File: src/rtl/receptor_requisicao_pkg.sv
// Shared definitions for the request receiver, dispatcher and sensor modules:
// FSM encoding, address width and the reserved-bit mask of the address byte.
package receptor_requisicao_pkg;

    localparam int ADDR_W = 5;
    localparam logic [7:0] RSV_MASK = 8'hE0;

    typedef enum logic [1:0] {
        ST_IDLE      = 2'd0,
        ST_WAIT_ADDR = 2'd1,
        ST_EMIT      = 2'd2
    } rx_state_e;

    function automatic logic addr_byte_ok(input logic [7:0] b, input int max_addr);
        return ((b & RSV_MASK) == 8'h00) && (int'(b[ADDR_W-1:0]) <= max_addr);
    endfunction

endpackage

File: src/rtl/receptor_requisicao_timeout_contador.sv
// Inter-byte idle counter: runs while run_i is high, held at zero otherwise;
// expired_o flags the last allowed idle cycle (count == TIMEOUT_CYCLES-1).
module timeout_contador #(
    parameter int TIMEOUT_CYCLES = 50000
) (
    input  logic clk,
    input  logic rst,
    input  logic run_i,
    output logic expired_o
);

    localparam int CNT_W = (TIMEOUT_CYCLES > 2) ? $clog2(TIMEOUT_CYCLES) : 1;

    logic [CNT_W-1:0] count_q;
    logic [CNT_W-1:0] count_d;

    always_comb begin
        count_d = '0;
        if (run_i) begin
            count_d = count_q + CNT_W'(1);
        end
    end

    always_ff @(posedge clk or posedge rst) begin
        if (rst) begin
            count_q <= '0;
        end else begin
            count_q <= count_d;
        end
    end

    assign expired_o = run_i && (count_q == CNT_W'(TIMEOUT_CYCLES - 1));

endmodule

File: src/rtl/receptor_requisicao.sv
// Two-byte (command, address) frame receiver; result strobes one cycle after the address byte.
// Optional inter-byte timeout enabled by defining RX_TIMEOUT_EN.
module receptor_requisicao
    import receptor_requisicao_pkg::*;
#(
    parameter int TIMEOUT_CYCLES = 50000,
    parameter int MAX_ADDR       = 8
) (
    input  logic              clk,
    input  logic              rst,
    input  logic [7:0]        rx_data,
    input  logic              rx_valid,
    output logic [7:0]        cmd_out,
    output logic [ADDR_W-1:0] addres_req,
    output logic              uart_rx_ready,
    output logic              frame_err,
    output logic              busy
);

    rx_state_e         state_q, state_d;
    logic [7:0]        cmd_hold_q, cmd_hold_d;
    logic [7:0]        cmd_q, cmd_d;
    logic [ADDR_W-1:0] addr_q, addr_d;
    logic              err_q, err_d;
    logic              addr_ok;
    logic              timeout_hit;

    assign addr_ok = addr_byte_ok(rx_data, MAX_ADDR);

`ifdef RX_TIMEOUT_EN
    timeout_contador #(
        .TIMEOUT_CYCLES (TIMEOUT_CYCLES)
    ) u_timeout (
        .clk       (clk),
        .rst       (rst),
        .run_i     (state_q == ST_WAIT_ADDR),
        .expired_o (timeout_hit)
    );
`else
    assign timeout_hit = 1'b0;
`endif

    always_ff @(posedge clk or posedge rst) begin
        if (rst) begin
            state_q    <= ST_IDLE;
            cmd_hold_q <= '0;
            cmd_q      <= '0;
            addr_q     <= '0;
            err_q      <= 1'b0;
        end else begin
            state_q    <= state_d;
            cmd_hold_q <= cmd_hold_d;
            cmd_q      <= cmd_d;
            addr_q     <= addr_d;
            err_q      <= err_d;
        end
    end

    // rx_valid wins over an expiring timeout in WAIT_ADDR
    always_comb begin
        state_d = state_q;
        case (state_q)
            ST_IDLE: begin
                if (rx_valid) state_d = ST_WAIT_ADDR;
            end
            ST_WAIT_ADDR: begin
                if (rx_valid)         state_d = addr_ok ? ST_EMIT : ST_IDLE;
                else if (timeout_hit) state_d = ST_IDLE;
            end
            ST_EMIT: begin
                state_d = rx_valid ? ST_WAIT_ADDR : ST_IDLE;
            end
            default: state_d = ST_IDLE;
        endcase
    end

    always_comb begin
        cmd_hold_d = cmd_hold_q;
        cmd_d      = cmd_q;
        addr_d     = addr_q;
        err_d      = 1'b0;
        if (state_q == ST_WAIT_ADDR) begin
            if (rx_valid) begin
                if (addr_ok) begin
                    cmd_d  = cmd_hold_q;
                    addr_d = rx_data[ADDR_W-1:0];
                end else begin
                    err_d = 1'b1;
                end
            end else if (timeout_hit) begin
                err_d = 1'b1;
            end
        end else if (rx_valid) begin
            cmd_hold_d = rx_data;
        end
    end

    always_comb begin
        uart_rx_ready = (state_q == ST_EMIT);
        busy          = (state_q == ST_WAIT_ADDR);
        frame_err     = err_q;
        cmd_out       = cmd_q;
        addres_req    = addr_q;
    end

endmodule

File: config.mk
export PLATFORM = sky130hd
export DESIGN_NAME = receptor_requisicao
export DESIGN_NICKNAME = d
export VERILOG_FILES = /design/src/rtl/receptor_requisicao_pkg.sv /design/src/rtl/receptor_requisicao_timeout_contador.sv /design/src/rtl/receptor_requisicao.sv
export SDC_FILE = /design/constraint.sdc
export NUM_CORES = 1
export LEC_CHECK = 0
export BUFFER_PORTS_ARGS = -buffer_cell sky130_fd_sc_hd__clkbuf_2
export CAP_MARGIN = 20
export CORE_UTILIZATION = 40
export DETAILED_ROUTE_END_ITERATION = 8
export GPL_ROUTABILITY_DRIVEN = 0
export MAX_ROUTING_LAYER = met4
export PLACE_DENSITY = 0.71
export SYNTH_ARGS = -nofsm -noshare
export SYNTH_HDL_FRONTEND = slang
export SYNTH_SLANG_ARGS = --single-unit
File: constraint.sdc
create_clock -name clk -period 2.09 [get_ports clk]
set_input_delay 0.627 -clock clk [delete_from_list [all_inputs] [get_ports clk]]
set_output_delay 0.627 -clock clk [all_outputs]
set_load 0.005 [all_outputs]
==> flow_summary.ini <==
[finish]
layout_commonest_cell = clkbuf_2
n_antenna_cell = 0
multi_input_area_sq_um = 352
n_fill_cell = 211
final_cell_mix = clkbuf_2 (26), dfrtp_1 (24), mux2_1 (12)
syn_to_final_growth_pct = 20.3
drive_above_1_share = 0.500
regArea_sq_um = 601
layout.nets = 100

[cts]
cts_made_buffers = 3
post_cts.repair.setup_buffers = 0
clock_path_buffers = 2
cts_resized = 0
cts_hold_buf = 0
htreeDepth = 1
clock_latency_ns = 0.31
cts_tree = built
cts-root-buf = clkbuf_4
clock_sinks = 24
path_clk_slew_ns = 0.12

[die]
die_w_um = 51.4
rows = 17
initial_utilization = 0.432
core_sq_mm = 0.00225
die_y_um = 51.4
dieArea_sq_mm = 0.00264
ios = 27

[logic_synthesis]
ys_seq_area_frac = 0.616
avgSynthCellArea_sq_um = 16.8
synth_area_leaders = dfrtp_1 (62%), mux2_1 (14%), mux2_4 (12%)
syn_inst = 58
synth_cell_types = 15
synth_seq_cells = 24
yosysWarnings = 0
synth_area_sq_um = 975
synth_top_cell_area_share = 0.616
syn_nets = 69
synth.largest_area_cell = dfrtp_1

[grt]
grt_usage = 0.151
grt_pass1_wl_um = 2660
grt_max_degree = 25
antenna_found_initial = 0
overflow = 0
first_global_vias = 586

[setup_path]
regToRegSetupSlack_ns = 0.60
critPathLaunchType = flop
cp_max_fo = 3
cp.required_ns = 1.46
critical_path_class = flop to output pin
endpoint_kind = output pin
critPathArrivalTime_ns = 1.11

[placed_design]
hpwl_um = 1200
port_buffers = 26

[pwr]
power.total_w = 0.00135
p_comb_frac = 0.276
swShare = 0.281
power_frac_seq = 0.546
p_switching_w = 0.000378
peakVddDrop_v = 0.000431
p_clk_frac = 0.178
power.density_mw_per_mm2 = 1150
leakage_nw = 0.624
p_int_w = 0.000967

[timing]
final.setup.tns_ns = 0
maxSlewViolCount = 0
skew_ns = 0.00310
worst_pin_slew_ns = 0.349
maxSlewHeadroom = 0.766
fin_crit_sh = 0.832
max_freq_mhz = 575
finalSetupViolCount = 0
hold_viol = 0
rsz0062_at_grt = false
fin_crit_ns = 1.74

[routing]
via_count = 539
drc = 0
drtPass1Iterations = 3
ant_nets = 0
wl_per_cell_um = 13.5
via_per_inst = 4.65
totalWireLength_um = 1570
first_iter_violations = 1

[job]
drv_cap = 0

[worst_hold_path]
hp-class = primary input to asynchronous set/reset pin

[status]
status = completed
-- logic make-up (layout without fill, tap and decap cells) --
kind of cell           count (synthesis)  count (layout)  synth area share
buffers and inverters                  4              34            0.0231
AOI/OAI and AO/OA                      2               2            0.0180
and+or+nand+nor                        7               7            0.0706
muxes                                 21              21             0.272
DFF                                   24              24             0.616
-- routing by layer --
metal	wire, um	track usage	share of wire	vias to the layer above
li1	-	-	-	262
met1	647	0.173	0.41	258
met2	816	0.229	0.52	14
met3	40	0.0208	0.026	5
met4	61	0.131	0.039	0
met5	0	-	0	-
-- power groups by stage --
stage	Sequential (W)	Combinational [W]	Clock (W)
2_1_floorplan	0.000731	0.000221	0
5_1_grt	0.000759	0.000416	0.000265
6_report	0.000735	0.000371	0.000240
4_1_cts	0.000740	0.000381	0.000252
3_5_place_dp	0.000750	0.000379	0
3_3_place_gp	0.000736	0.000368	0
-- sequential cells by signal, summed over array words and instances, names as in the netlist --
| register | cells |
|---|---|
| cmd_hold_q | 8 |
| frame_err | 1 |
| cmd_out | 8 |
| state_q | 2 |
| addres_req | 5 |
-- final timing paths --
kind | start | endpoint | cells after the start
max | state_q[1] | busy | 3
min reg2reg | state_q[0] | state_q[0] | 1
max in group asynchronous | rst | cmd_hold_q[2] | 3
min in group clk | state_q[0] | state_q[0] | 1
max reg2reg | state_q[1] | cmd_out[3] | 4
min | rst | cmd_out[3] | 3
-- cell usage after synthesis, drive strengths merged --
cell type / count
dfrtp: 24
mux2: 20
inv: 3
nand2: 2
a21oi: 1
and2: 1
buf: 1
mux2i: 1
nand2b: 1
nand4: 1
nor2b: 1
nor4: 1
o31ai: 1
-- worst max-delay path, stage by stage, from the launching register on --
cell	delay, ns
dfrtp_1	0.39
nand2b_1	0.19
inv_2	0.11
clkbuf_2	0.11
-- layout make-up --
class | count | share of cell area
clock buffer | 4 | 0.0309
inverter | 3 | 0.00961
multi-input combinational | 30 | 0.300
sequential | 24 | 0.512
tap | 28 | 0.0299
timing repair buffer | 27 | 0.117
-- stage by stage --
stage	utilization	instance area [sq um]	std cells	setup slack [ns]	hold slack, ns
global route	0.520	1170	116	0.294	0.338
detailed placement	0.504	1140	112	0.0701	0.472
CTS	0.520	1170	116	0.324	0.305
finish	0.520	1170	116	0.352	0.304
floorplan	-	975	58	0.381	0.451
global placement	0.504	1140	112	0.0893	0.464
Power figures use the tool's default switching activity.
